--- config.mk ---
export PLATFORM = sky130hd
export DESIGN_NAME = regfile_sseg_scan_flat
export DESIGN_NICKNAME = d
export VERILOG_FILES = /design/src/rtl/regfile_sseg_scan_if.sv /design/src/rtl/regfile_sseg_scan.sv /design/src/flat_wrapper.sv
export SDC_FILE = /design/constraint.sdc
export NUM_CORES = 1
export LEC_CHECK = 0
export CAP_MARGIN = 15
export CORE_UTILIZATION = 55
export CTS_BUF_LIST = sky130_fd_sc_hd__clkbuf_4
export DETAILED_ROUTE_END_ITERATION = 12
export GPL_TIMING_DRIVEN = 0
export PLACE_DENSITY = 0.76
export SLEW_MARGIN = 20
export SYNTH_ARGS = -nofsm -noshare
export SYNTH_HDL_FRONTEND = slang
export SYNTH_SLANG_ARGS = --single-unit
--- constraint.sdc ---
create_clock -name clk -period 7.95 [get_ports clk]
set_input_delay 1.1925 -clock clk [delete_from_list [all_inputs] [get_ports clk]]
set_output_delay 1.1925 -clock clk [all_outputs]
set_load 0.1 [all_outputs]
--- src/rtl/regfile_sseg_scan_if.sv ---
// Bus bundle for regfile_sseg_scan: register-bank access signals from the
// board switches/buttons plus the seven-segment/anode pins.
// master: switch/button side; slave: the register bank/display block.
interface regfile_sseg_scan_if #(
  parameter int ADDR_W = 3,
  parameter int DATA_W = 4,
  parameter int NUM_RD = 2
);
  localparam int NUM_DIG = NUM_RD * DATA_W / 4;

  logic [NUM_RD*ADDR_W-1:0] readAddr;
  logic [ADDR_W-1:0]        writeAddr1;
  logic [DATA_W-1:0]        data;
  logic                     rwrite;
  logic [6:0]               sseg;
  logic [NUM_DIG-1:0]       an;

  modport master (
    output readAddr,
    output writeAddr1,
    output data,
    output rwrite,
    input  sseg,
    input  an
  );

  modport slave (
    input  readAddr,
    input  writeAddr1,
    input  data,
    input  rwrite,
    output sseg,
    output an
  );
endinterface

--- src/rtl/regfile_sseg_scan.sv ---
// regfile_sseg_scan: register bank (one write port, NUM_RD read ports) whose
// read values are shown in hex on a time-multiplexed common-anode
// seven-segment display. Digit d shows nibble (d mod DATA_W/4) of read
// port d/(DATA_W/4); digit 0 is the low nibble of port 0.
// Optional build macro RFSS_WR_BYPASS_EN: read-during-write bypass, so a
// read port addressing the register being written sees the write data in
// the same cycle.
module regfile_sseg_scan #(
  parameter int ADDR_W      = 3,
  parameter int DATA_W      = 4,
  parameter int NUM_RD      = 2,
  parameter int REFRESH_DIV = 50000
) (
  input  logic                clk,
  input  logic                rst,
  regfile_sseg_scan_if.slave  bus
);

  localparam int DEPTH   = 1 << ADDR_W;
  localparam int NPD     = DATA_W / 4;
  localparam int NUM_DIG = NUM_RD * NPD;
  localparam int CNT_W   = (REFRESH_DIV > 1) ? $clog2(REFRESH_DIV) : 1;
  localparam int DIG_W   = (NUM_DIG > 1) ? $clog2(NUM_DIG) : 1;

  logic [DATA_W-1:0]        regs [DEPTH];
  logic [NUM_RD*DATA_W-1:0] rd_flat;
  logic [CNT_W-1:0]         cnt;
  logic                     tick;
  logic [DIG_W-1:0]         dig;
  logic [3:0]               cur_nib;
  logic [NUM_DIG-1:0]       an_q;
  logic [6:0]               sseg_q;

  // Active-low gfedcba hex glyphs.
  function automatic logic [6:0] hex7(input logic [3:0] n);
    logic [6:0] s;
    case (n)
      4'h0: s = 7'b1000000;
      4'h1: s = 7'b1111001;
      4'h2: s = 7'b0100100;
      4'h3: s = 7'b0110000;
      4'h4: s = 7'b0011001;
      4'h5: s = 7'b0010010;
      4'h6: s = 7'b0000010;
      4'h7: s = 7'b1111000;
      4'h8: s = 7'b0000000;
      4'h9: s = 7'b0010000;
      4'hA: s = 7'b0001000;
      4'hB: s = 7'b0000011;
      4'hC: s = 7'b1000110;
      4'hD: s = 7'b0100001;
      4'hE: s = 7'b0000110;
      default: s = 7'b0001110;
    endcase
    return s;
  endfunction

  // Register array: reset loads each entry with its own index, writes on rwrite low.
  always_ff @(posedge clk) begin
    if (rst) begin
      for (int unsigned i = 0; i < DEPTH; i++) begin
        regs[i] <= DATA_W'(i);
      end
    end else if (!bus.rwrite) begin
      regs[bus.writeAddr1] <= bus.data;
    end
  end

  // Read ports, packed so that nibble d of rd_flat is display digit d.
  always_comb begin
    rd_flat = '0;
    for (int unsigned k = 0; k < NUM_RD; k++) begin
      rd_flat[k*DATA_W +: DATA_W] = regs[bus.readAddr[k*ADDR_W +: ADDR_W]];
`ifdef RFSS_WR_BYPASS_EN
      if (!bus.rwrite && (bus.readAddr[k*ADDR_W +: ADDR_W] == bus.writeAddr1)) begin
        rd_flat[k*DATA_W +: DATA_W] = bus.data;
      end
`endif
    end
  end

  // Nibble for the digit the index currently points at.
  always_comb begin
    cur_nib = '0;
    for (int unsigned d = 0; d < NUM_DIG; d++) begin
      if (dig == DIG_W'(d)) begin
        cur_nib = rd_flat[d*4 +: 4];
      end
    end
  end

  assign tick = (cnt == CNT_W'(REFRESH_DIV - 1));

  // Slot timer: one tick every REFRESH_DIV cycles.
  always_ff @(posedge clk) begin
    if (rst) begin
      cnt <= '0;
    end else if (tick) begin
      cnt <= '0;
    end else begin
      cnt <= cnt + 1'b1;
    end
  end

  // Digit index names the digit shown at the next tick, so the first
  // tick after reset drives digit 0 and then steps the index on.
  always_ff @(posedge clk) begin
    if (rst) begin
      dig <= '0;
    end else if (tick) begin
      if (dig == DIG_W'(NUM_DIG - 1)) begin
        dig <= '0;
      end else begin
        dig <= dig + 1'b1;
      end
    end
  end

  // Registered pins, updated only on a tick so a slot never tears.
  always_ff @(posedge clk) begin
    if (rst) begin
      an_q   <= '1;
      sseg_q <= '1;
    end else if (tick) begin
      an_q   <= ~(NUM_DIG'(1) << dig);
      sseg_q <= hex7(cur_nib);
    end
  end

  assign bus.an   = an_q;
  assign bus.sseg = sseg_q;

endmodule

--- src/flat_wrapper.sv ---
// flat-port wrapper written by rule: the top's interface ports become plain ports
module regfile_sseg_scan_flat 
#(
  parameter int ADDR_W      = 3,
  parameter int DATA_W      = 4,
  parameter int NUM_RD      = 2,
  parameter int REFRESH_DIV = 50000
)
  (clk, rst, bus_readAddr, bus_writeAddr1, bus_data, bus_rwrite, bus_sseg, bus_an);
  regfile_sseg_scan_if #(.ADDR_W(ADDR_W), .DATA_W(DATA_W), .NUM_RD(NUM_RD)) bus_i ();
  input  logic clk;
  input  logic rst;
  input wire logic [$bits(bus_i.readAddr)-1:0] bus_readAddr;
  input wire logic [$bits(bus_i.writeAddr1)-1:0] bus_writeAddr1;
  input wire logic [$bits(bus_i.data)-1:0] bus_data;
  input wire logic [$bits(bus_i.rwrite)-1:0] bus_rwrite;
  output wire logic [$bits(bus_i.sseg)-1:0] bus_sseg;
  output wire logic [$bits(bus_i.an)-1:0] bus_an;
  assign bus_i.readAddr = bus_readAddr;
  assign bus_i.writeAddr1 = bus_writeAddr1;
  assign bus_i.data = bus_data;
  assign bus_i.rwrite = bus_rwrite;
  assign bus_sseg = bus_i.sseg;
  assign bus_an = bus_i.an;
  regfile_sseg_scan #(.ADDR_W(ADDR_W), .DATA_W(DATA_W), .NUM_RD(NUM_RD), .REFRESH_DIV(REFRESH_DIV)) u_core (.clk(clk), .rst(rst), .bus(bus_i));
endmodule
# After elaboration in Yosys (flattened, before gate mapping)
# Memories as Yosys holds them, arrays and structs flattened. A register that Yosys moved wholly into a read port is not among the register bits.
# Index checks and enable logic that the tools add are counted.
[totals] reg_bits=19 ram_bits=32 mem_bits_ro=112 inputBits=16 memories=2
[mem_list] memory="(no name shown)" depth=16 word_bits=7 rd=1 rd_clocked_by_memory_dff=1 wr=0 line="regfile_sseg_scan.sv:37" text="case (n)"
[mem_list] memory="u_core.regs" depth=8 word_bits=4 rd=2 rd_clocked_by_memory_dff=0 wr=8 line="regfile_sseg_scan.sv:25" text="logic [DATA_W-1:0] regs [DEPTH];"
[classes] addsub=2 n_eq_ne=1 shifts=1 mux=10 n_bitwise=1 reduce_logical=2
[op_table] op="$add 16x1->16 const B" count=1
[op_table] op="$eq 16x16->1 const B" count=1
[op_table] op="$mux 4" count=2
[op_table] op="$mux 1" count=7
[op_table] op="$reduce_or 4->1" count=1
[op_table] op="$mux 3" count=1
[op_table] op="$not 2->2" count=1
[op_table] op="$reduce_or 2->1" count=1
[op_table] op="$shl 1x1->2 const A" count=1
[op_table] op="$add 1x1->1 const B" count=1

# Longest topological paths before layout
# Gate-level depths: netlist (run 1).
[depth] depth_word=5 mapped_depth=10 mapped_depth_nobuf=9

# Worst setup path after synthesis (run 1)
# OpenSTA, ideal clock, no wires.
[synth_timing] kind="input to register" start="in bus_readAddr[3]" end="reg u_core.sseg_q[0], in the netlist u_core.bus.sseg[0]" setup_ps=60 t_arrival_ps=3405 t_required_ps=7890 slack_ps=4484 cell_stages=8 path_cell_list="buf_2 > mux4_2 > mux2_2 > a21oi_1 > ha_1 > or3b_1 > a31oi_1 > o22a_1"
[synth_between] elab_chain_len=2
[synth_lines] item="from (decl)" line="flat_wrapper.sv:13" text="input wire logic [$bits(bus_i.readAddr)-1:0] bus_readAddr;"
[synth_lines] item="$mem_v2 8x4"
[synth_lines] item="$mux 4" line="regfile_sseg_scan.sv:86" text="if (dig == DIG_W'(d)) begin"
[synth_lines] item="to (decl)" line="regfile_sseg_scan.sv:32" text="logic [6:0] sseg_q;"
# Every way passes these cells.
# A chain may end at the register's enable or synchronous reset.

# Worst setup path in the final report (run 1)
[layout_timing] start="in bus_readAddr[3]" end="reg u_core.sseg_q[6], in the netlist u_core.bus.sseg[6]"
# The elaborated chain is that of the path after synthesis.

==> out/qor.yml, run 1 <==
tns_ps: 0
rows: 27
hold_viol: 0
coreArea_um2: 5510
post_drt_wl_per_cell_um: 16.1
final_common_cell: "edfxtp_1"
antenna_found_initial: 0
finalWorstPathRequiredPeriod_ps: 3410
initial_utilization_pct: 57.2
ff2ff_path_depth: 8
n_fill_cell: 456
timing.fmax_mhz: 293
setup_violations: 0
post-route-drc-count: 0
postCtsHoldBufs: 0
worstMarginPinSlew_ps: 969
die-width_um: 77.7
portBuffers: 18
ys_types: 48
firstDrtPassIters: 4
area_growth_pct: 11.7
fin_ws_ps: 4540
netlist_area_um2: 3150
pre_cts_ws_ps: 4160
yosysWarnings: 0
cts_made_buffers: 9
cts_max_level: 3
grt_pass1_vias: 2106
p_per_area_nw_per_um2: 169
rsz0062_at_grt: "no"
root_buffer: "clkbuf_4"
slew_violations: 0
finalWirelength_mm: 6.15
dpl.hpwl_mm: 4.56
crit_path_end_kind: "register"
leakagePower_nw: 1.24
vias: 2198
io_pins: 25
nets: 329
via_per_inst: 5.75
sw_frac_of_total_pct: 26.4
pwr-share-comb_pct: 16.2
ys_seq_elements: 58
grt_remaining_overflow: 0
clock_path_buffers: 2
cts_tree: "built"
max_cap_violations: 0
worst-path-max-fanout: 6
cts_sinks: 58
ys.flop_type: "edfxtp_1"
synth.area.top_cells: "edfxtp_1 (31%), dfxtp_1 (17%), mux4_2 (11%), and2_1 (3.8%), or3_1 (3.4%)"
dieArea_um2: 6030
dp_cells: 367
grtUsageTotal_pct: 22.9
worstHoldPathCells: 1
cp-start-kind: "primary input"
synth-edff-count: 32
postCtsSetupRepairBufs: 0
grt_pass1_wl_mm: 10.3
grt_max_degree: 11
diodes: 0
yosysTopAreaCell: "edfxtp_1"
p_clk_share_pct: 27.5
synthCells: 277
drive_gt1_share_pct: 15.8
crit_type: "primary input to register"
syn_nets: 300
ant_nets: 0
hp-class: "register to register"
synth.top_cell.area_share_pct: 30.5
cts-resized-gates: 0
async_reset_ff_share_pct: 0
slew_headroom_pct: 35.2
pwr-share-seq_pct: 56.3
crit_path_start: "bus_readAddr[3]"
skew_ps: 11.2
clkLatencyLatePin_ps: 390
cp.arrival_ps: 3680
max-vdd-ir-drop_uv: 83.0
gp_congestion: 0.801
die_y_um: 77.7
r2r_start: "u_core.regs[4][1]$_SDFFCE_PN0P_"
final_cell_mix: "edfxtp_1 (32), nor2_1 (26), dfxtp_1 (26)"
fin_cells: 382
finalCritPeriodShare_pct: 42.9
drt_iter0_drc: 117
ys_seq_area_share_pct: 47.0
switchingPower_mw: 0.157
p_int_mw: 0.437
syn_area_per_cell_um2: 11.4
status: "complete, no violations"
clk_pin_slew_worst_paths_ps: 90
critPathRequiredTime_ps: 8220
worstHoldStart: "u_core.cnt[0]$_SDFF_PP0_"
[per-stage QoR]
stage	area, um2	hold slack (ps)	util, %	total power, mW
2_1_floorplan	3150	418	-	0.410
3_3_place_gp	3420	432	62.1	0.434
3_5_place_dp	3420	447	62.1	0.437
4_1_cts	3520	473	63.9	0.599
5_1_grt	3520	503	63.9	0.621
6_report	3520	465	63.9	0.594
[power groups by stage]
stage	Combinational [mW]	Clock [mW]	Sequential (mW)
global placement	0.0935	0	0.341
floorplan	0.0723	0	0.338
global route	0.106	0.179	0.336
CTS	0.0955	0.169	0.335
detailed placement	0.0951	0	0.341
finish	0.0961	0.164	0.335
[path summary, 6_finish.rpt]
check | endpoint | slack, ps
worst max-delay path | u_core.bus.sseg[6]$_SDFFE_PP1N_ | 4540
worst min-delay path | u_core.cnt[0]$_SDFF_PP0_ | 460
worst max register to register | u_core.bus.sseg[6]$_SDFFE_PP1N_ | 5200
worst min register to register | u_core.cnt[0]$_SDFF_PP0_ | 460
[Yosys cell counts (2+ instances only)]
master / number
mux2_2: 5
o22a_1: 2
nand4_1: 4
xor2_1: 7
or3_1: 17
nand2b_1: 4
a22oi_1: 3
nand3_1: 7
nor3_1: 4
mux2_4: 5
o211ai_1: 2
dfxtp_1: 26
nor2_1: 26
buf_6: 2
a21oi_1: 10
buf_2: 2
mux4_2: 16
xnor2_1: 6
ha_1: 7
o21ai_1: 2
nor2b_1: 5
and2_1: 19
nand2_1: 13
mux2i_1: 5
edfxtp_1: 32
clkbuf_1: 6
or2_2: 2
inv_1: 7
o21ai_0: 12
[kinds of logic after synthesis]
logic type                 count (synthesis)  share of synthesized area, %
AOI/OAI and AO/OA                         39                          7.83
xor gates and xnor gates                  13                          3.62
adders and majority gates                  7                          2.78
buffers and inverters                     19                          2.86
DFF                                       58                          47.0
muxes                                     31                          17.2
and+or+nand+nor                          110                          18.7
[flip-flops by register name (all words and copies together) (netlist names)]
name	flops
u_core.cnt	16
u_core.regs	32
u_core.bus.an	2
u_core.bus.sseg	7
u_core.dig	1
[per-layer routing]
| layer | routed length (um) | track usage [%] | up-vias |
|---|---|---|---|
| met5 | 0 | 0 | - |
| met4 | 65 | 9.25 | 0 |
| met3 | 329 | 4.94 | 6 |
| met2 | 2830 | 34.8 | 54 |
| met1 | 2920 | 31.9 | 1053 |
| li1 | - | - | 1085 |
[layout make-up]
| type | instances | area [um2] | share of cell area [%] |
|---|---|---|---|
| plain buffers | 12 | 63.8 | 1.81 |
| clock buffers | 10 | 75.1 | 2.13 |
| clock inverters | 5 | 22.5 | 0.640 |
| inverters | 7 | 26.3 | 0.747 |
| multi-input cells | 200 | 1580 | 44.9 |
| flip-flops and latches | 58 | 1480 | 42.1 |
| well taps | 72 | 90.1 | 2.56 |
| repair buffers | 18 | 180 | 5.12 |
[critical path: stages]
cell and delay [ps]:
buf_2 230, mux4_2 530, mux2_2 270, a21oi_1 450
inv_1 170, ha_1 310, mux2_4 290, a22oi_2 150
o21ai_1 80
(Power assumes the default switching activity.)
==> inputs of run 2 (changes only) <==
==> constraint.sdc (replaced) <==
create_clock -name clk -period 3.4 [get_ports clk]
set_input_delay 0.51 -clock clk [delete_from_list [all_inputs] [get_ports clk]]
set_output_delay 0.51 -clock clk [all_outputs]
set_load 0.1 [all_outputs]
==> results of run 2 <==
The final DEF is identical to that of run 1. Status: complete, no violations.
Main changes from that run: setup slack after placement 4160 ps -> 296 ps; setup slack after layout 4540 ps -> 654 ps; start point of the critical path bus_readAddr[3] -> u_core.regs[4][1]$_SDFFCE_PN0P_; register-to-register setup slack 5200 ps -> 650 ps; total power 0.594 mW -> 1.39 mW; worst IR drop on VDD 83.0 uV -> 194 uV
==> inputs of run 3 (changes only) <==
==> constraint.sdc (replaced) <==
create_clock -name clk -period 2.6 [get_ports clk]
set_input_delay 0.39 -clock clk [delete_from_list [all_inputs] [get_ports clk]]
set_output_delay 0.39 -clock clk [all_outputs]
set_load 0.1 [all_outputs]
==> run 3 against run 2 <==
Cell count stayed put. Clock-buffer cell count grew 2. Die area unchanged. Via count grew 2.2%. Highest routed layer unchanged. Clock skew rose by 4.2 ps. First-iteration DRC count rose by 33%.
==> out/qor.yml, run 3 (synthesis results as in run 1) <==
status: "complete, no violations"
rows: 27  # unchanged
skew_ps: 15.3  # +4.18 ps
utilization_pct: 64.7  # +0.84 points
wl_met2_mm: 2.92  # +3.1%
clock_path_buffers: 2  # unchanged
cts_sinks: 58  # unchanged
crit_type: "register to register"
leakagePower_nw: 1.26  # +1.4%
hp-class: "register to register"
clkLatencyLatePin_ps: 390  # about the same
top_register: "u_core.regs"
finalWirelength_mm: 6.25  # +1.7%
portBuffers: 18  # unchanged
die-width_um: 77.7  # unchanged
finalCritPeriodShare_pct: 93.9
finalWorstPathRequiredPeriod_ps: 2440
rsz0062_at_grt: "no"
grt_pass1_wl_mm: 10.5  # +1.5%
holdWs_ps: 460  # -5.14 ps
die_y_um: 77.7  # unchanged
grt_max_degree: 11  # unchanged
firstDrtPassIters: 4  # unchanged
clk_pin_slew_worst_paths_ps: 100  # about the same
io_pins: 25  # unchanged
dpl.hpwl_mm: 4.56  # -0.13%
postCtsHoldBufs: 0  # unchanged
critPathRequiredTime_ps: 2880
cp-start-kind: "register"
cts_max_level: 3  # unchanged
n_fill_cell: 436  # -4.4%
coreArea_um2: 5510  # unchanged
via_per_inst: 5.88  # +2.2%
hold_viol: 0  # unchanged
postCtsSetupRepairBufs: 0  # unchanged
grt_remaining_overflow: 0  # unchanged
initial_utilization_pct: 57.2  # unchanged
worstMarginPinSlew_ps: 970  # +1.05 ps
root_buffer: "clkbuf_4"
largest_register_ffs: 32  # unchanged
cts_tree: "built"
p_per_area_nw_per_um2: 549
grt_pass1_vias: 2157  # +2.4%
diodes: 0  # unchanged
area_growth_pct: 13.2
timing.fmax_mhz: 410
drive_gt1_share_pct: 17.1  # +1.3 points
met3_length_um: 385  # +17%
top_layer: "met4"
wl_met1_mm: 2.83  # -3.4%
grtUsageTotal_pct: 23.1  # +0.17 points
setup_violations: 0  # unchanged
max_cap_violations: 0  # unchanged
gp_congestion: 0.783  # -2.2%
post-route-drc-count: 0  # unchanged
drt_iter0_drc: 156  # +33%
post_drt_wl_per_cell_um: 16.4  # +1.7%
slew_violations: 0  # unchanged
cts_made_buffers: 9  # unchanged
ant_nets: 0  # unchanged
final_common_cell: "edfxtp_1"
vias: 2246  # +2.2%
final_cell_mix: "edfxtp_1 (32), nor2_1 (26), dfxtp_1 (26)"
slew_headroom_pct: 35.1  # -0.070 points
nets: 328  # -0.30%
dieArea_um2: 6030  # unchanged
antenna_found_initial: 0  # unchanged
placed_area_um2: 3420  # +0.11%
worst-path-max-fanout: 6  # unchanged
crit_path_end_kind: "register"
max-vdd-ir-drop_uv: 264
final_area_um2: 3560  # +1.3%
cp.arrival_ps: 2720
-- run 3: changes by cell type in the layout (fill, tap and decap cells not counted), sizes merged --
cell	change
buf	-1
bufinv	+1
clkbuf	+2
clkinv	-2
-- run 3: cell type report --
type | count | area (um2) | area share (%)
Tap cell | 72 | 90.1 | 2.53
Clock inverter | 4 | 43.8 | 1.23
Inverter | 7 | 26.3 | 0.737
Clock buffer | 12 | 90.1 | 2.53
Buffer | 11 | 60.1 | 1.69
Sequential cell | 58 | 1480 | 41.6
Multi-Input combinational cell | 200 | 1590 | 44.7
Timing Repair Buffer | 18 | 180 | 5.06
-- run 3: routing by layer --
layer	GRT usage [%]	vias up
met5	0	-
met4	9.25	0
met3	5.88	11
met2	36.3	67
met1	30.5	1086
li1	-	1082
-- run 3: worst paths after layout --
| path | start | endpoint | slack, ps | cells after the start |
|---|---|---|---|---|
| worst max-delay path | u_core.regs[4][1]$_SDFFCE_PN0P_ | u_core.bus.sseg[6]$_SDFFE_PP1N_ | 160 | 8 |
| worst min-delay path | u_core.cnt[0]$_SDFF_PP0_ | u_core.cnt[0]$_SDFF_PP0_ | 460 | 1 |
| worst max register to register | u_core.regs[4][1]$_SDFFCE_PN0P_ | u_core.bus.sseg[6]$_SDFFE_PP1N_ | 160 | 8 |
| worst min register to register | u_core.cnt[0]$_SDFF_PP0_ | u_core.cnt[0]$_SDFF_PP0_ | 460 | 1 |
-- run 3: per-stage QoR --
stage	total power, mW	setup WS, ps	setup TNS, ps	std cells
after floorplan	1.26	58.3	0	277
after global placement	1.33	-169	-412	367
after detailed placement	1.34	-222	-638	367
after CTS	1.96	66.3	0	383
after global routing	2.03	13.0	0	382
final	1.96	158	0	382
-- run 3: critical path, cell delays in order (launching register included) --
cell      delay, ps
edfxtp_1        430
mux4_2          460
mux2_2          300
a21oi_4         240
inv_1           120
ha_1            270
mux2_4          290
a22oi_2         130
o21ai_1          70
-- run 3: where the power goes --
group | internal, mW | switching, mW
Clock | 0.321 | 0.315
Combinational | 0.145 | 0.151
Sequential | 1.00 | 0.0218
Total | 1.47 | 0.488
-- run 3: timing repair --
| item | in CTS | in global routing |
|---|---|---|
| setup endpoints to repair | 0 | 2 |
| hold endpoints to repair | 0 | 0 |
| gates resized for setup | 0 | 2 |
==> edit 1 (config.mk and constraints of run 2) <==
Build with the macro `RFSS_WR_BYPASS_EN` defined.
--- a/src/rtl/regfile_sseg_scan.sv
+++ b/src/rtl/regfile_sseg_scan.sv
@@ -7,2 +7,4 @@
 // the same cycle.
+`define RFSS_WR_BYPASS_EN
+
 module regfile_sseg_scan #(
Behaviour: no difference found for any inputs over 10 cycles, from zero or initial values and one cycle with rst high; that may be too few to reach the edited logic, so the function may still have changed.
==> edit 1 against run 2 <==
Area after synthesis is 4.3% higher. Routed wire length rose by 13%. Setup slack got worse by 0.33 ns. Power up 10%. Sequential power about the same. Sequential cell count unchanged. Cell area is 3.7% higher. Core utilization rose by 0.80 points.
==> edit 1: results (changes against run 2) <==
| Metric | Value |
|---|---|
| CP startpoint | `bus_rwrite (was u_core.regs[4][1]$_SDFFCE_PN0P_)` |
| Worst-Skew Late Latency | `0.42 ns (was 0.39 ns)` |
| Synth Area in XOR/XNOR | `0.05598 (was 0.03615)` |
| Hold Path Class | `primary input to flip-flop (was flip-flop to flip-flop)` |
| DR vias | `2,308 (was 2,198)` |
| Final clock skew | `0.01702 ns (was 0.01117 ns)` |
| Outcome | `complete, no violations (unchanged)` |
| Placement Setup Slack | `-0.1235 ns (was 0.2959 ns)` |
| Max incr delay on CP | `0.60 ns (was 0.48 ns)` |
| Post-DP HPWL | `5067 um (was 4563 um)` |
| WL met1 | `2960 um (was 2924 um)` |
| Total Wirelength | `6924 um (was 6150 um)` |
| Worst path arrival time | `3.38 ns (was 3.01 ns)` |
| Initial DRC Count | `201 (was 117)` |
| Metal3 WL | `468 um (was 329 um)` |
| Mapped Nets | `315 (was 300)` |
| Post-synthesis mux area share | `0.1649 (was 0.1720)` |
| Crit Reg-Reg Endpoint | `u_core.bus.sseg[3]$_SDFFE_PP1P_ (was u_core.bus.sseg[6]$_SDFFE_PP1N_)` |
| Worst hold path depth | `2 (was 1)` |
| Post-synth top cells | `36 x nor2_1, 32 x edfxtp_1, 26 x dfxtp_1 (was 32 x edfxtp_1, 26 x dfxtp_1, 26 x nor2_1)` |
| LEAKAGE | `0.001350 uW (was 0.001239 uW)` |
| Complex-gate fraction of the synthesized area | `0.06283 (was 0.07827)` |
| Worst vdd ir | `228.0 uV (was 194.1 uV)` |
| Fraction of the mapped netlist area in adder cells | `0.02666 (was 0.02781)` |
| DR WL met2 | `3338 um (was 2830 um)` |
| Minimum clock period | `3.074 ns (was 2.746 ns)` |
| Post-DR wirelength/cell | `17.57 um (was 16.10 um)` |
## edit 1: cell count changes after synthesis, moves of 7 or more
cell            run 2  this run
xor2_1              7        14
or3_1              17         1
or2_2               2        10
nor2_1             26        36
o21ai_0            12         5
## edit 1: report_power, final
part | leakage, uW | internal (uW) | switching [uW]
Sequential | 0.000522 | 766 | 18.0
Combinational | 0.000751 | 120 | 133
Clock | 0.0000764 | 244 | 250
Total | 0.00135 | 1130 | 401
## edit 1: area by class of cell
class,count,area [sq um]
plain buffers,15,96.34
clock buffers,12,90.09
clock inverters,4,42.54
fillers,451,1993
inverters,11,41.29
multi-input cells,208,1667
flip-flops and latches,58,1481
well taps,72,90.09
repair buffers,14,140.1
## edit 1: cells by family after synthesis
group                      Yosys count
AOI/OAI and AO/OA                   29
xor gates and xnor gates            21
adders and majority gates            7
buffers and inverters               26
DFF                                 58
muxes                               31
and+or+nand+nor                    120
==> edit 2 (flow settings as in run 2) <==
Without the edit above. Make the reset (`rst`) asynchronous in 4 clocked blocks.
--- a/src/rtl/regfile_sseg_scan.sv
+++ b/src/rtl/regfile_sseg_scan.sv
@@ -58,3 +58,3 @@
   // Register array: reset loads each entry with its own index, writes on rwrite low.
-  always_ff @(posedge clk) begin
+  always_ff @(posedge clk or posedge rst) begin
     if (rst) begin
@@ -94,3 +94,3 @@
   // Slot timer: one tick every REFRESH_DIV cycles.
-  always_ff @(posedge clk) begin
+  always_ff @(posedge clk or posedge rst) begin
     if (rst) begin
@@ -106,3 +106,3 @@
   // tick after reset drives digit 0 and then steps the index on.
-  always_ff @(posedge clk) begin
+  always_ff @(posedge clk or posedge rst) begin
     if (rst) begin
@@ -119,3 +119,3 @@
   // Registered pins, updated only on a tick so a slot never tears.
-  always_ff @(posedge clk) begin
+  always_ff @(posedge clk or posedge rst) begin
     if (rst) begin
Formal check against the unedited RTL: same outputs for any inputs over 10 cycles, from zero or initial values and one cycle with rst high; that may be too few to reach the edited logic, so the function may still have changed.
==> edit 2 against run 2 <==
Sequential cell count stayed put. Setup slack gained 0.17 ns. Largest cell class unchanged. Area after synthesis is 3.4% higher. Cell area grew 3.4%. Power increased by 21%. Sequential share of layout area down 1.5 points. Highest routed layer unchanged. Via count is 0.91% lower. First-iteration DRC count fell by 43%. Critical path depth shrank 7. Clock power increased by 8.1%. Routed wire length rose by 3.0%.
==> edit 2: results (changes against run 2) <==
| Metric | Value |
|---|---|
| Outcome | `complete, no violations (unchanged)` |
| Synth area leaders | `dfrtp_1 28%, dfstp_2 17%, mux2_2 12% (was edfxtp_1 31%, dfxtp_1 17%, mux4_2 11%)` |
| Layout cells sized above 1 | `0.3300 (was 0.1581)` |
| DR WL met2 | `3155 um (was 2830 um)` |
| Worst path arrival time | `2.06 ns (was 3.01 ns)` |
| Mapped Nets | `290 (was 300)` |
| WL met1 | `2781 um (was 2924 um)` |
| Worst vdd ir | `312.8 uV (was 194.1 uV)` |
| Vias per cell | `5.855 (was 5.754)` |
| CP max FO | `2 (was 6)` |
| Fin nets | `319 (was 329)` |
| Met1 usage in global routing | `0.2879 (was 0.3189)` |
| Post-DR wirelength/cell | `17.03 um (was 16.10 um)` |
| Post-DP HPWL | `4518 um (was 4563 um)` |
| HP Start | `u_core.cnt[0]$_DFF_PP0_ (was u_core.cnt[0]$_SDFF_PP0_)` |
| Placed inst area | `3528 sq um (was 3420 sq um)` |
| Worst-Skew Late Latency | `0.41 ns (was 0.39 ns)` |
| Final RePlAce weighted congestion | `0.8360 (was 0.8005)` |
| LEAKAGE | `0.001543 uW (was 0.001239 uW)` |
| Worst hold slack | `0.4610 ns (was 0.4648 ns)` |
| Placement Setup Slack | `0.6665 ns (was 0.2959 ns)` |
| Crit-path leading delay family | `buffers and inverters (was multiplexers)` |
| Reg2reg setup slack | `1.00 ns (was 0.65 ns)` |
| GR Layer Usage met3 | `0.05862 (was 0.04941)` |
| Post-synthesis sequential area ratio | `0.4539 (was 0.4704)` |
| Vias in the first global route | `2,228 (was 2,106)` |
| Max incr delay on CP | `1.12 ns (was 0.48 ns)` |
| Maximum number of pins on one net before global-route repair | `59 (was 11)` |
| Share of the core filled with cells | `0.6484 (was 0.6387)` |
| Reg2Reg Depth | `7 (was 8)` |
| Post-synth top cells | `37 x dfrtp_1, 35 x mux2_2, 21 x dfstp_2 (was 32 x edfxtp_1, 26 x dfxtp_1, 26 x nor2_1)` |
| Final cell count without fillers | `372 (was 382)` |
| Asr flop ratio synth | `1.000 (was 0)` |
| WHS Endpoint | `u_core.cnt[0]$_DFF_PP0_ (was u_core.cnt[0]$_SDFF_PP0_)` |
| First-pass GRT wire length | `10,690 um (was 10,320 um)` |
==> edit 2: worst register-to-register path: stages (launching register included) <==
cell	delay [ns]
dfrtp_1	0.40
mux4_2	0.47
mux2_2	0.30
mux2i_2	0.30
ha_1	0.30
inv_1	0.08
o2111a_1	0.25
a211oi_1	0.22
==> edit 2: where the power goes <==
part           total (uW)  internal (uW)  leakage [uW]  switching (uW)
Combinational         412            223      0.000797             189
Clock                 413            169     0.0000632             244
Sequential            859            797      0.000683            61.2
==> edit 2: worst max path at each step <==
| stage | end | slack, ns | start |
|---|---|---|---|
| finish | bus_sseg[3] | 0.83 | u_core.bus.sseg[3]$_DFFE_PP1N_ |
| floorplan | u_core.bus.sseg[0]$_DFFE_PP1N_ | 0.92 | bus_readAddr[1] |
| global route | u_core.bus.sseg[2]$_DFFE_PP1N_ | 0.73 | u_core.regs[4]$_DFFE_PP0P_ |
| CTS | bus_sseg[3] | 0.80 | u_core.bus.sseg[3]$_DFFE_PP1N_ |
| global placement | u_core.dig$_DFFE_PP0N_ | 0.44 | rst |
| detailed placement | u_core.bus.sseg[0]$_DFFE_PP1N_ | 0.67 | bus_readAddr[4] |
==> edit 2: cell type report <==
cell class,count,share of cell area
Clock inverter,3,0.004818
Timing Repair Buffer,18,0.04955
Multi-Input combinational cell,190,0.4560
Tap cell,72,0.02478
Sequential cell,58,0.4064
Clock buffer,12,0.02478
Inverter,6,0.006882
Buffer,13,0.02684
==> edit 2: cell families after synthesis <==
logic type | share of synthesized area
DFF | 0.4539
and+or+nand+nor | 0.1238
adders and majority gates | 0.02690
buffers and inverters | 0.03689
muxes | 0.2698
xor gates and xnor gates | 0.03766
AOI/OAI and AO/OA | 0.05112
